[config.mk]
export PLATFORM = sky130hd
export DESIGN_NAME = block_xfer_sequencer
export DESIGN_NICKNAME = d
export VERILOG_FILES = /design/src/rtl/block_xfer_sequencer.sv
export SDC_FILE = /design/constraint.sdc
export NUM_CORES = 1
export LEC_CHECK = 0
export ABC_AREA = 0
export CAP_MARGIN = 20
export CORE_MARGIN = 10
export CORE_UTILIZATION = 55
export DETAILED_ROUTE_END_ITERATION = 10
export GPL_ROUTABILITY_DRIVEN = 0
export PLACE_DENSITY = 0.81
export SLEW_MARGIN = 20
export SYNTH_ARGS = -nofsm -noshare
export SYNTH_HDL_FRONTEND = slang
export SYNTH_SLANG_ARGS = --single-unit
[constraint.sdc]
create_clock -name clk -period 3.27 [get_ports clk]
set_clock_uncertainty 0.2 [all_clocks]
set_input_delay 0.4905 -clock clk [delete_from_list [all_inputs] [get_ports clk]]
set_output_delay 0.4905 -clock clk [all_outputs]
set_load 0.005 [all_outputs]
[src/rtl/block_xfer_sequencer.sv]
// Block-transfer micro-sequencer: expands LDM/STM into one load/store
// micro-op per listed register (ascending index) plus an optional base
// writeback micro-op, holding decode via Busy until the last one is consumed.
module block_xfer_sequencer #(
    parameter int REG_COUNT  = 16,
    parameter int IDX_W      = 4,
    parameter int WORD_BYTES = 4,
    parameter int OFF_W      = IDX_W + 4
) (
    input  logic             clk,
    input  logic             reset,
    input  logic [31:0]      Instr,
    input  logic             InstrValid,
    input  logic             Stall,
    output logic             IsBlock,
    output logic             Busy,
    output logic             UopValid,
    output logic             UopLoad,
    output logic [IDX_W-1:0] UopRd,
    output logic [IDX_W-1:0] UopRn,
    output logic [OFF_W-1:0] UopOffset,
    output logic             UopWB
);

    typedef enum logic [1:0] {
        S_IDLE,
        S_XFER,
        S_WB
    } state_t;

    state_t                 state_q, state_d;

    // Sequence context captured at accept
    logic                   p_q, u_q;
    logic [IDX_W-1:0]       rn_q;
    logic [IDX_W:0]         n_q;
    logic                   wb_en_q;
    // Registers still to be emitted (excludes the one currently presented)
    logic [REG_COUNT-1:0]   rem_q;
    // Ordinal of the next transfer micro-op to be emitted
    logic [IDX_W:0]         k_q;

    logic [REG_COUNT-1:0]   list_in;
    logic [IDX_W-1:0]       rn_in;
    logic [IDX_W:0]         n_in;
    logic                   accept;
    logic                   last_xfer;
    logic                   final_uop;
    logic [OFF_W-1:0]       wb_mag;
    logic [OFF_W-1:0]       wb_off;
    logic                   unused_bits;

    // Index of the lowest set bit; ascending transfer order
    function automatic logic [IDX_W-1:0] lowest_idx(input logic [REG_COUNT-1:0] mask);
        lowest_idx = '0;
        for (int unsigned i = REG_COUNT; i > 0; i--) begin
            if (mask[i-1]) lowest_idx = IDX_W'(i - 1);
        end
    endfunction

    function automatic logic [IDX_W:0] popcnt(input logic [REG_COUNT-1:0] mask);
        popcnt = '0;
        for (int unsigned i = 0; i < REG_COUNT; i++) begin
            popcnt = popcnt + {{IDX_W{1'b0}}, mask[i]};
        end
    endfunction

    // Byte offset of the idx-th transfer; modular arithmetic yields the
    // two's-complement result directly for the decrementing modes
    function automatic logic [OFF_W-1:0] xfer_off(input logic [IDX_W:0] idx,
                                                  input logic [IDX_W:0] cnt,
                                                  input logic p, input logic u);
        logic [OFF_W-1:0] i_e, n_e, base;
        i_e = OFF_W'(idx);
        n_e = OFF_W'(cnt);
        if (u) base = p ? (i_e + OFF_W'(1)) : i_e;
        else   base = p ? (i_e - n_e) : (i_e - n_e + OFF_W'(1));
        xfer_off = base * OFF_W'(WORD_BYTES);
    endfunction

    assign IsBlock     = InstrValid & (Instr[27:26] == 2'b10) & ~Instr[25];
    assign unused_bits = ^{Instr[31:28], Instr[22]};

    // Next state, accept, and Busy handshake toward the hazard unit
    always_comb begin
        list_in   = Instr[REG_COUNT-1:0];
        rn_in     = Instr[16 +: IDX_W];
        n_in      = popcnt(list_in);
        accept    = (state_q == S_IDLE) & IsBlock & ~Stall & (list_in != '0);
        last_xfer = (rem_q == '0);
        final_uop = (state_q == S_WB) | ((state_q == S_XFER) & last_xfer & ~wb_en_q);
        Busy      = accept | ((state_q != S_IDLE) & ~(final_uop & ~Stall));
        wb_mag    = OFF_W'(n_q) * OFF_W'(WORD_BYTES);
        wb_off    = u_q ? wb_mag : ('0 - wb_mag);
        state_d   = state_q;
        case (state_q)
            S_IDLE:  if (accept) state_d = S_XFER;
            S_XFER:  if (~Stall & last_xfer) state_d = wb_en_q ? S_WB : S_IDLE;
            S_WB:    if (~Stall) state_d = S_IDLE;
            default: state_d = S_IDLE;
        endcase
    end

    // State register
    always_ff @(posedge clk or posedge reset) begin
        if (reset) state_q <= S_IDLE;
        else       state_q <= state_d;
    end

    // Micro-op output registers and sequence context; all hold under Stall
    always_ff @(posedge clk or posedge reset) begin
        if (reset) begin
            p_q       <= 1'b0;
            u_q       <= 1'b0;
            rn_q      <= '0;
            n_q       <= '0;
            wb_en_q   <= 1'b0;
            rem_q     <= '0;
            k_q       <= '0;
            UopValid  <= 1'b0;
            UopWB     <= 1'b0;
            UopLoad   <= 1'b0;
            UopRd     <= '0;
            UopRn     <= '0;
            UopOffset <= '0;
        end else if (accept) begin
            p_q       <= Instr[24];
            u_q       <= Instr[23];
            rn_q      <= rn_in;
            n_q       <= n_in;
            wb_en_q   <= Instr[21] & ~(Instr[20] & list_in[rn_in]);
            rem_q     <= list_in & (list_in - REG_COUNT'(1));
            k_q       <= (IDX_W+1)'(1);
            UopValid  <= 1'b1;
            UopWB     <= 1'b0;
            UopLoad   <= Instr[20];
            UopRd     <= lowest_idx(list_in);
            UopRn     <= rn_in;
            UopOffset <= xfer_off('0, n_in, Instr[24], Instr[23]);
        end else if (~Stall) begin
            case (state_q)
                S_XFER: begin
                    if (~last_xfer) begin
                        UopRd     <= lowest_idx(rem_q);
                        UopOffset <= xfer_off(k_q, n_q, p_q, u_q);
                        rem_q     <= rem_q & (rem_q - REG_COUNT'(1));
                        k_q       <= k_q + (IDX_W+1)'(1);
                    end else if (wb_en_q) begin
                        UopWB     <= 1'b1;
                        UopRd     <= rn_q;
                        UopOffset <= wb_off;
                    end else begin
                        UopValid  <= 1'b0;
                    end
                end
                S_WB: begin
                    UopValid <= 1'b0;
                    UopWB    <= 1'b0;
                end
                default: ;
            endcase
        end
    end

endmodule
# --- Word-level counts from Yosys, hierarchy flattened ---
# Cells that the tools add are included.
op_classes:
  n_mux: 74
  n_eq_ne: 12
  reduce_logical: 11
  add_sub_neg: 24
  shifts: 0
  bitwise: 21
  n_div: 0
  n_mul: 0
  order_cmp: 1
op_table:
  columns: ["operator", "n"]
  rows:
  - ["4-bit 2-to-1 mux", 37]
  - ["16-bit 2-to-1 mux", 4]
  - ["5-bit by 1-bit adder with 5-bit output", 11]
  - ["8-bit 2-to-1 mux", 6]
  - ["16-bit bitwise AND", 2]
  - ["16-bit by 1-bit subtractor with 16-bit output, second input constant", 2]
  - ["6-bit 2-to-1 mux", 5]
  - ["5-bit 2-to-1 mux", 4]
  - ["16-bit logical NOT", 1]
  - ["16-bit nonzero test", 1]
  - ["6-bit by 2-bit adder with 6-bit output, second input constant", 2]
  - ["1-bit bitwise AND", 12]
  - ["3-bit inequality test, second input constant", 4]
  - ["1-bit 2-to-1 mux", 10]
  - ["3-bit AND reduction", 3]
  - ["2-bit 2-to-1 mux", 4]
  - ["4-bit AND reduction", 2]
  - ["1-bit by 7-bit subtractor with 8-bit output, first input constant", 1]
  - ["5-bit by 1-bit adder with 6-bit output, second input constant", 1]
  - ["2-bit inequality test, second input constant", 3]
  - ["2-bit case mux with 3 select lines", 1]
  - ["1-bit by 5-bit subtractor with 6-bit output, first input constant", 1]
  - ["5-bit by 5-bit subtractor with 6-bit output", 1]
  - ["4-bit by 1-bit adder with 5-bit output", 1]
  - ["15 further kinds", 24]
totals:
  inputBits: 36
  latchBits: 0
  output_inout_bits: 21
  regBits: 50
  mem_count: 0
  mem_bits_ro: 0
  ram_bits: 0
  word_cells: 156

# --- Depth between registers and ports, before layout ---
# Gate-level depths: netlist (run 1).
logic_depth:
  word_depth: 20
  depth_mapped: 18
  mapped_depth_nobuf: 17

# --- Worst setup path before layout (run 1) ---
# No wires, ideal clock.
synth_timing:
  kind: "input to register"
  from: "in Instr[15]"
  to: "reg UopOffset[6]"
  setup_ns: 0.120
  cell_stages: 18
  setup_slack_ns: -1.874
  arrival_ns: 4.824
  path_cell_list: "clkbuf_1 -> inv_1 -> fa_1 -> fa_1 -> fa_1 -> fa_1 -> inv_1 -> ha_1 -> inv_1 -> fa_1 -> xor2_1 -> ha_1 -> nor2b_1 -> a21boi_0 -> nor4b_1 -> or3_1 -> a21oi_1 -> o211a_1"
synth_between:
  elab_chain_len: 6
synth_lines:
  columns: ["item", "line_no", "rtl"]
  rows:
  - ["start: declaration", "12", "input logic [31:0] Instr,"]
  - ["5-bit by 1-bit adder with 5-bit output", "64", "popcnt = popcnt + {{IDX_W{1'b0}}, mask[i]};"]
  - ["1-bit by 5-bit subtractor with 6-bit output", "77", "else base = p ? (i_e - n_e) : (i_e - n_e + OFF_W'(1));"]
  - ["6-bit by 2-bit adder with 6-bit output", "77", null]
  - ["6-bit 2-to-1 mux", "77", null]
  - ["6-bit 2-to-1 mux", "76", "if (u) base = p ? (i_e + OFF_W'(1)) : i_e;"]
  - ["8-bit 2-to-1 mux", "126", "end else if (accept) begin"]
  - ["end signal: assignment", "139", "UopOffset <= xfer_off('0, n_in, Instr[24], Instr[23]);"]
  - ["end signal: assignment", "145", "UopOffset <= xfer_off(k_q, n_q, p_q, u_q);"]
  - ["end signal: assignment", "151", "UopOffset <= wb_off;"]
  - ["end: declaration", "21", "output logic [OFF_W-1:0] UopOffset,"]
# Parallel ways exist; a longest one is shown, timed or not.
# A chain may end at the register's enable or synchronous reset.

# --- Final worst setup path (run 1) ---
layout_timing:
  from: "in Instr[9]"
  to: "reg UopOffset[5]"
layout_between:
  elab_chain_len: 12
layout_lines:
  columns: ["item", "line_no"]
  rows:
  - ["5-bit by 1-bit adder with 5-bit output (7 in a row)", "64"]
  - ["1-bit by 5-bit subtractor with 6-bit output", "77"]
  - ["6-bit by 2-bit adder with 6-bit output", "77"]
  - ["6-bit 2-to-1 mux", "77"]
  - ["6-bit 2-to-1 mux", "76"]
  - ["8-bit 2-to-1 mux", "126"]
# Parallel ways exist; a longest one is shown, timed or not.

==> flow_summary.json, run 1 <==
{
  "status": "finished, violations left",
  "violations": "setup timing",
  "dp_slack_ns": -2.13,
  "synth_seq_area_share_pct": 30.7,
  "clk_latency_ns": 0.30,
  "rr_startpoint": "k_q[0]",
  "synthDistinctLibCells": 64,
  "placed_cells": 620,
  "multi_input_area_sq_um": 2620,
  "cts-root-buf": "clkbuf_8",
  "max_freq_mhz": 212,
  "rsz0062_at_grt": "yes",
  "numCtsBuffers": 5,
  "ant_nets": 0,
  "clock-sinks": 47,
  "finalWorstSetupSlack_ns": -1.45,
  "row_count": 30,
  "p_comb_share_pct": 72.5,
  "fin_area_sq_um": 5250,
  "synth_edf_count": 0,
  "top_layer_used": "met4",
  "port_buffers": 49,
  "cts_tree": "built",
  "pwr-share-clk_pct": 6.7,
  "setup_viol": 11,
  "reg2reg_to": "UopOffset[5]",
  "hp-start": "UopLoad",
  "hold_path.class": "flop to flop",
  "power.density_nw_per_um2": 1020,
  "num_antenna_cells": 0,
  "synth.area.top_cells": "dfrtp_1, ha_1, fa_1",
  "die_x_um": 104,
  "n_fill_cell": 450,
  "worstMarginPinSlew_ns": 0.828,
  "dieArea_sq_um": 10700,
  "synthTopCellsByCount": "nand2_1, dfrtp_1, o21ai_0",
  "cts.htree.levels": 2,
  "synth.most_common_cell": "nand2_1",
  "drtPass1Iterations": 6,
  "start_util_pct": 56.4,
  "rrSetupSlack_ns": 0.34,
  "die_y_um": 104,
  "r2r_cells": 10,
  "hpwl_um": 8440,
  "synth_top_area_share_pct": 30.7,
  "synthFlopType": "dfrtp_1",
  "synth_area_sq_um": 3830,
  "cp.arrival_ns": 4.76,
  "core_sq_um": 6790,
  "ys_seq_elements": 47,
  "antenna_found_initial": 0,
  "viasPerCell": 6.23,
  "grt_overflow": 0,
  "drive_gt1_share_pct": 26.9,
  "wl_per_cell_um": 19.6,
  "wl_met1_um": 5210,
  "path_clk_slew_ns": 0.09,
  "grt_max_degree": 48,
  "fin_cells": 653,
  "grt_pass1_wl_um": 20300,
  "final_net_count": 621,
  "switching_share_pct": 45.2,
  "drc": 0,
  "route.met2.wl_um": 6030,
  "gr-usage-all-layers_pct": 22.3,
  "ff_latch_area_sq_um": 1180,
  "routed_wl_um": 12800,
  "vias": 4071,
  "hold_viol": 0,
  "period_share_pct": 144,
  "max-cap-violations": 0,
  "syn_area_per_cell_sq_um": 8.52,
  "synthArstFlopShare_pct": 100,
  "ctsHoldBuffers": 0,
  "worstHoldPathCells": 2,
  "syn_inst": 450,
  "yosysWarningCount": 0,
  "p_int_uw": 2930,
  "areaGrowthSynthToFinish_pct": 37.0,
  "clock_path_buffers": 2,
  "pwr-share-seq_pct": 20.8,
  "grt_pass1_vias": 4084,
  "io_pins": 57,
  "drtIter0Drc": 424,
  "slew_headroom_pct": 44.8,
  "finalMaxSlewViolations": 0,
  "hold_end": "UopLoad",
  "wl_met3_um": 961,
  "whs_ns": 0.294,
  "critPathMaxFanout": 5,
  "critical_path_required_ns": 3.30,
  "finalCriticalPeriod_ns": 4.72,
  "yosys.area.top_type": "dfrtp_1",
  "ir_drop_v": 0.00127,
  "p_leak_uw": 0.00229,
  "dpl_cell_area_sq_um": 4790,
  "switching_power_uw": 2420,
  "endpoint_kind": "flop",
  "start_kind": "input port",
  "crit_type": "input port to flop"
}
==> layout by cell type (no fill, tap or decap), types with 3 or more instances in the layout <==
cell / count
inv_1: 30
xnor2_1: 13
clkdlybuf4s50_1: 37
nand3_1: 17
dfrtp_1: 47
fa_2: 3
fa_1: 8
a21oi_1: 15
o21ai_1: 11
buf_6: 15
nor3_1: 11
nand4_1: 9
or3_1: 3
xor2_1: 5
ha_4: 4
mux4_2: 5
clkbuf_8: 5
mux2i_1: 5
a21oi_2: 3
nor2b_1: 3
nor4_1: 7
ha_1: 13
nor2_1: 27
o21ai_0: 34
o311ai_0: 8
o31ai_1: 5
nand2_1: 51
buf_4: 64
o211ai_1: 9
inv_2: 10
==> worst max-delay path by stage <==
| stage | end | cells past startpoint | start |
|---|---|---|---|
| 2_1_floorplan | UopOffset[6] | 18 | Instr[15] |
| 5_1_grt | UopOffset[5] | 17 | Instr[9] |
| 3_3_place_gp | UopOffset[6] | 17 | Instr[9] |
| 6_report | UopOffset[5] | 17 | Instr[9] |
| 4_1_cts | UopOffset[6] | 17 | Instr[15] |
| 3_5_place_dp | UopOffset[6] | 17 | Instr[9] |
==> kinds of logic (layout without fill, tap and decap cells) <==
family                     count (synthesis)  in the layout  synth area share (%)
DFF                                       47             47                  30.7
other                                      1              2                0.0978
AOI/OAI and AO/OA                        120            120                  21.1
and+or+nand+nor                          153            153                  19.5
adders and majority gates                 29             29                  11.6
xor gates and xnor gates                  20             20                  4.57
muxes                                     13             13                  5.12
buffers and inverters                     67            173                  7.34
==> critical path: stages <==
cell and delay, ns:
buf_8 0.08, inv_4 0.03, fa_1 0.60, fa_1 0.49, fa_2 0.57, fa_1 0.42, inv_2 0.08, ha_4 0.14
inv_2 0.04, fa_2 0.62, buf_6 0.12, ha_4 0.19, xor2_2 0.19, a31oi_2 0.14, xnor2_1 0.15, o21ai_0 0.20
a21boi_1 0.18
==> per-layer routing <==
layer / global-route usage, % / vias to the layer above
met3: 4.65 / 55
met2: 35.5 / 229
met5: 0 / -
met1: 28.7 / 1961
met4: 9.07 / 0
li1: - / 1826
==> flip-flops by register name, summed over array words and instances, names as in the netlist <==
signal and flops:
UopLoad 1, UopOffset 6, UopRd 4, UopValid 1
UopWB 1, k_q 5, n_q 5, p_q 1
rem_q 15, rn_q 4, state_q 2, u_q 1
wb_en_q 1
==> per-stage QoR <==
stage | power (uW) | utilization (%) | setup TNS (ns)
2_1_floorplan | 3170 | - | -7.74
3_3_place_gp | 4020 | 70.5 | -15.75
3_5_place_dp | 4170 | 70.5 | -18.26
4_1_cts | 4990 | 76.7 | -10.73
5_1_grt | 5730 | 77.3 | -10.93
6_report | 5350 | 77.3 | -9.89
==> power by group through the flow <==
stage               sequential, uW  clock, uW  combinational (uW)
detailed placement            1110          0                3060
global route                  1150        384                4190
floorplan                     1000          0                2170
finish                        1120        359                3880
global placement              1100          0                2920
CTS                           1100        356                3540
==> final cells by class <==
type | instances | area share, %
clock buffer | 6 | 1.38
clock inverter | 2 | 0.238
sequential | 47 | 22.4
timing repair buffer | 122 | 20.6
inverter | 43 | 3.19
tap | 96 | 2.29
multi-input combinational | 337 | 49.9
==> repair_timing <==
item | 4_1_cts | 5_1_grt
setup buffers | 35 | 6
pin swaps | 16 | 25
setup endpoints to repair | 12 | 14
resized for setup | 77 | 33
(Power assumes the default switching activity.)
==> run 2, diff against run 1 <==
- CORE_UTILIZATION: 55 -> 57
- CTS_BUF_LIST: not set -> sky130_fd_sc_hd__clkbuf_4 sky130_fd_sc_hd__clkbuf_8
- PLACE_DENSITY: 0.81 -> 0.83
- SETUP_SLACK_MARGIN: not set -> 0.5
- SLEW_MARGIN: 20 -> 0
==> run 2 against run 1 <==
Against the previous run:
- the run still ends with setup timing left
- final cell count is 3.2% lower
- power grew 1.7%
- non-clock buffer count decreased by 3
- maximum frequency increased by 2.3%
- critical path depth is the same
- combinational power down 3%
- first-iteration DRC count up 36%
- via count grew 9.0%
- sequential share of layout area down 0.44 points
- sequential power hardly changed
- clock power increased by 46%
==> flow_summary.json, run 2 (same netlist as run 1, synthesis figures left out) <==
{
  "status": "finished, violations left",
  "violations": "setup timing",
  "start_util_pct": 59.4,
  "drc": 0,
  "grt_pass1_vias": 4207,
  "finalWorstSetupSlack_ns": -1.35,
  "grt_max_degree": 26,
  "gr-usage-all-layers_pct": 24.6,
  "slew_headroom_pct": 52.2,
  "antenna_found_initial": 0,
  "drive_gt1_share_pct": 28.5,
  "fin_area_sq_um": 5360,
  "rr_startpoint": "k_q[0]",
  "finalCriticalPeriod_ns": 4.62,
  "n_fill_cell": 341,
  "power.density_nw_per_um2": 1020,
  "max_freq_mhz": 217,
  "dieArea_sq_um": 10400,
  "crit_type": "input port to flop",
  "vias": 4439,
  "routed_wl_um": 14600,
  "die_x_um": 102,
  "endpoint_kind": "flop",
  "clock_path_buffers": 2,
  "core_sq_um": 6460,
  "max-cap-violations": 0,
  "hold_path.class": "input port to asynchronous set/reset pin",
  "clk_latency_ns": 0.31,
  "start_kind": "input port",
  "cts-root-buf": "clkbuf_8",
  "hold_viol": 0,
  "die_y_um": 102,
  "drtPass1Iterations": 6,
  "wl_per_cell_um": 23.1,
  "dpl_cell_area_sq_um": 4780,
  "worstMarginPinSlew_ns": 0.708,
  "reg2reg_to": "UopOffset[6]",
  "top_register": "rem_q",
  "rsz0062_at_grt": "yes",
  "p_leak_uw": 0.00235,
  "grt_overflow": 0,
  "io_pins": 57,
  "setup_tns_ns": -8.04,
  "cts.htree.levels": 2,
  "port_buffers": 49,
  "clock-sinks": 47,
  "setup_viol": 10,
  "rrSetupSlack_ns": 0.55,
  "critPathMaxFanout": 4,
  "ant_nets": 0,
  "critical_path_required_ns": 3.33,
  "final_net_count": 619,
  "areaGrowthSynthToFinish_pct": 39.7,
  "viasPerCell": 7.02,
  "drtIter0Drc": 575,
  "period_share_pct": 141,
  "finalMaxSlewViolations": 0,
  "num_antenna_cells": 0,
  "final_common_cell": "buf_4",
  "row_count": 29,
  "cts_tree": "built",
  "r2r_cells": 11,
  "ir_drop_v": 0.00147,
  "final_cell_mix": "buf_4, nand2_1, dfrtp_1",
  "largest_register_ffs": 15,
  "cp.arrival_ns": 4.67,
  "grt_pass1_wl_um": 20700,
  "reg_top3": "rem_q x15, UopOffset x6",
  "hpwl_um": 8710,
  "numCtsBuffers": 5,
  "path_clk_slew_ns": 0.10
}
[run 2: report_power, final]
group / leakage, uW / internal, uW / total, uW / switching, uW
Sequential: 0.000594 / 813 / 1150 / 333
Combinational: 0.00169 / 1820 / 3770 / 1960
Clock: 0.0000644 / 305 / 524 / 219
Total: 0.00235 / 2940 / 5440 / 2510
[run 2: worst max-delay path by stage]
stage / from / to / cells after the start
4_1_cts: Instr[15] / UopOffset[6] / 17
5_1_grt: Instr[5] / UopOffset[6] / 17
6_report: Instr[7] / UopOffset[6] / 17
2_1_floorplan: Instr[15] / UopOffset[6] / 18
3_3_place_gp: Instr[9] / UopOffset[6] / 17
3_5_place_dp: Instr[9] / UopOffset[6] / 17
[run 2: stage by stage]
step	hold slack, ns	util (%)	std cells	setup WS [ns]	total power [uW]
floorplan	0.270	-	451	-1.38	3170
global placement	0.286	74.0	603	-1.95	3990
detailed placement	0.293	74.0	603	-2.07	4140
CTS	0.264	79.4	626	-1.27	4810
global route	0.281	83.0	632	-1.49	5760
finish	0.247	83.0	632	-1.35	5440
[run 2: repair_timing]
item | in CTS | in global routing
hold endpoints to repair | 0 | 0
resized for setup | 84 | 43
pin swaps | 18 | 21
hold buffers | 0 | 0
setup endpoints to repair | 47 | 35
setup buffers | 13 | 5
gates cloned | 2 | 1
[run 2: worst max-delay path, stage by stage]
cell and delay, ns:
buf_8 0.08, inv_4 0.03, fa_1 0.56, fa_1 0.45, fa_1 0.54, fa_1 0.43, inv_2 0.08, ha_4 0.14
inv_4 0.03, fa_2 0.67, ha_4 0.16, nor2b_4 0.15, o21ai_2 0.08, nor4b_4 0.27, o21ai_0 0.17, a21oi_2 0.17
o211a_1 0.16
[run 2: layout make-up]
cell class	instances	area (sq um)	share of cell area (%)
multi-input combinational	338	2660	49.7
timing repair buffer	119	1120	20.8
clock inverter	3	67.6	1.26
sequential	47	1180	21.9
inverter	43	171	3.20
clock buffer	5	68.8	1.28
tap	77	96.3	1.80
[run 2: routing by layer]
layer	up-vias	share of wire [%]	track usage, %
met5	-	0	0
met4	0	6.7	8.57
met3	121	12	4.99
met2	402	46	41.7
met1	2084	35	30.4
li1	1832	-	-
==> run 3, diff against run 2 <==
- PLACE_DENSITY: 0.83 -> 0.92
==> run 3 against run 2 <==
Against the previous run:
- the flow still finishes with violations (setup timing)
- first-iteration DRC count fell by 15%
- largest cell class unchanged
- power is 4.2% lower
- count of clock-buffer cells in the layout grew 1
- critical path type unchanged
- final cell count is 1.7% lower
- register-to-register slack got worse by 0.25 ns
==> flow_summary.json, run 3 (same netlist as run 1, synthesis figures left out) <==
{
  "reg_top3": "rem_q x15, UopOffset x6",
  "r2r_cells": 10,
  "post-route-util_pct": 80.1,
  "final_cell_mix": "buf_4, nand2_1, dfrtp_1",
  "viasPerCell": 6.72,
  "grt_pass1_vias": 4137,
  "period_share_pct": 142,
  "rr_startpoint": "k_q[0]",
  "worstMarginPinSlew_ns": 0.652,
  "final_common_cell": "buf_4",
  "slew_headroom_pct": 56.0,
  "drtIter0Drc": 488,
  "critPathMaxFanout": 4,
  "reg2reg_to": "UopOffset[5]",
  "finalMaxSlewViolations": 0,
  "hold_viol": 0,
  "grt_overflow": 0,
  "placed_cells": 601,
  "num_antenna_cells": 0,
  "areaGrowthSynthToFinish_pct": 34.9,
  "power.density_nw_per_um2": 1010,
  "clk_latency_ns": 0.31,
  "largest_register_ffs": 15,
  "port_buffers": 49,
  "grt_pass1_wl_um": 20000,
  "die_y_um": 102,
  "dieArea_sq_um": 10400,
  "path_clk_slew_ns": 0.10,
  "p_leak_uw": 0.00225,
  "finalCriticalPeriod_ns": 4.64,
  "row_count": 29,
  "violations": "setup timing",
  "drtPass1Iterations": 8,
  "max-cap-violations": 0,
  "cts-root-buf": "clkbuf_8",
  "crit_type": "input port to flop",
  "start_util_pct": 59.4,
  "vias": 4175,
  "clock-sinks": 47,
  "numCtsBuffers": 5,
  "antenna_found_initial": 0,
  "routed_wl_um": 13100,
  "rrSetupSlack_ns": 0.30,
  "endpoint_kind": "flop",
  "finalWorstSetupSlack_ns": -1.37,
  "max_freq_mhz": 215,
  "power_uw": 5210,
  "fin_area_sq_um": 5170,
  "start_kind": "input port",
  "clock_path_buffers": 2,
  "worstSetupStartpoint": "Instr[0]",
  "cp.arrival_ns": 4.66,
  "grt_max_degree": 48,
  "wl_per_cell_um": 21.1,
  "setup_viol": 10,
  "ir_drop_v": 0.000929,
  "top_register": "rem_q",
  "io_pins": 57,
  "ant_nets": 0,
  "drc": 0,
  "status": "finished, violations left",
  "hpwl_um": 8600,
  "fin_cells": 621,
  "core_sq_um": 6460,
  "rsz0062_at_grt": "yes",
  "final_net_count": 608,
  "critical_path_required_ns": 3.28,
  "gr-usage-all-layers_pct": 24.0,
  "die_x_um": 102,
  "hold_path.class": "input port to asynchronous set/reset pin",
  "drive_gt1_share_pct": 25.7,
  "cts.htree.levels": 2,
  "n_fill_cell": 378,
  "cts_tree": "built",
  "dpl_cell_area_sq_um": 4770,
  "setup_tns_ns": -8.01
}
==> run 3: cell count changes in the layout (fill, tap and decap cells not counted), moves of 2 or more <==
cell	before	now
buf_4	57	52
a21oi_2	5	2
buf_6	16	13
o21ai_2	6	3
a21oi_1	14	16
buf_2	4	2
bufbuf_16	2	0
inv_2	9	11
inv_4	4	2
o21ai_1	6	8
==> run 3: layer usage <==
layer  share of wire [%]  up-vias  global-route usage, %
met5                   0        -                      0
met4                 5.9        0                   12.1
met3                  11       89                   4.05
met2                  47      360                   41.7
met1                  36     1926                   27.9
li1                    -     1800                      -
==> run 3: worst max-delay path by stage <==
stage                     slack, ns           end  cells past startpoint
after floorplan               -1.38  UopOffset[6]                     18
after global placement        -1.94  UopOffset[6]                     17
after detailed placement      -2.09  UopOffset[6]                     17
after CTS                     -1.32  UopOffset[6]                     17
after global routing          -1.46  UopOffset[6]                     17
final                         -1.37  UopOffset[6]                     17
==> run 3: through the flow <==
step	setup slack, ns	hold WS (ns)
after floorplan	-1.38	0.270
after global routing	-1.46	0.217
after CTS	-1.32	0.285
after global placement	-1.94	0.258
final	-1.37	0.206
after detailed placement	-2.09	0.263
==> run 3: power breakdown <==
group	switching [uW]	internal, uW
registers	323	813
logic	1820	1740
clock network	208	314
==> run 3: worst max-delay path: stages <==
cell,delay (ns)
buf_8,0.08
inv_4,0.03
fa_1,0.51
fa_1,0.55
fa_1,0.45
fa_1,0.51
inv_2,0.09
ha_4,0.13
inv_2,0.04
fa_2,0.63
ha_4,0.17
nor2b_4,0.15
a21boi_2,0.17
nor4b_4,0.24
or3_1,0.16
a21oi_2,0.05
o211a_1,0.21
==> run 3: cell type report <==
| cell class | count | area, sq um | share of cell area, % |
|---|---|---|---|
| multi-input combinational | 338 | 2620 | 50.6 |
| sequential | 47 | 1180 | 22.7 |
| timing repair buffer | 108 | 982 | 19.0 |
| inverter | 43 | 166 | 3.22 |
| tap | 77 | 96.3 | 1.86 |
| clock buffer | 6 | 76.3 | 1.47 |
| clock inverter | 2 | 60.1 | 1.16 |
==> run 3: what timing repair did <==
action	CTS	global route
setup buffers	8	2
cloned	0	1
pin swaps	16	9
endpoints found under the setup margin	47	39
hold endpoints to repair	0	0
hold buffers	0	0
resized for setup	81	29
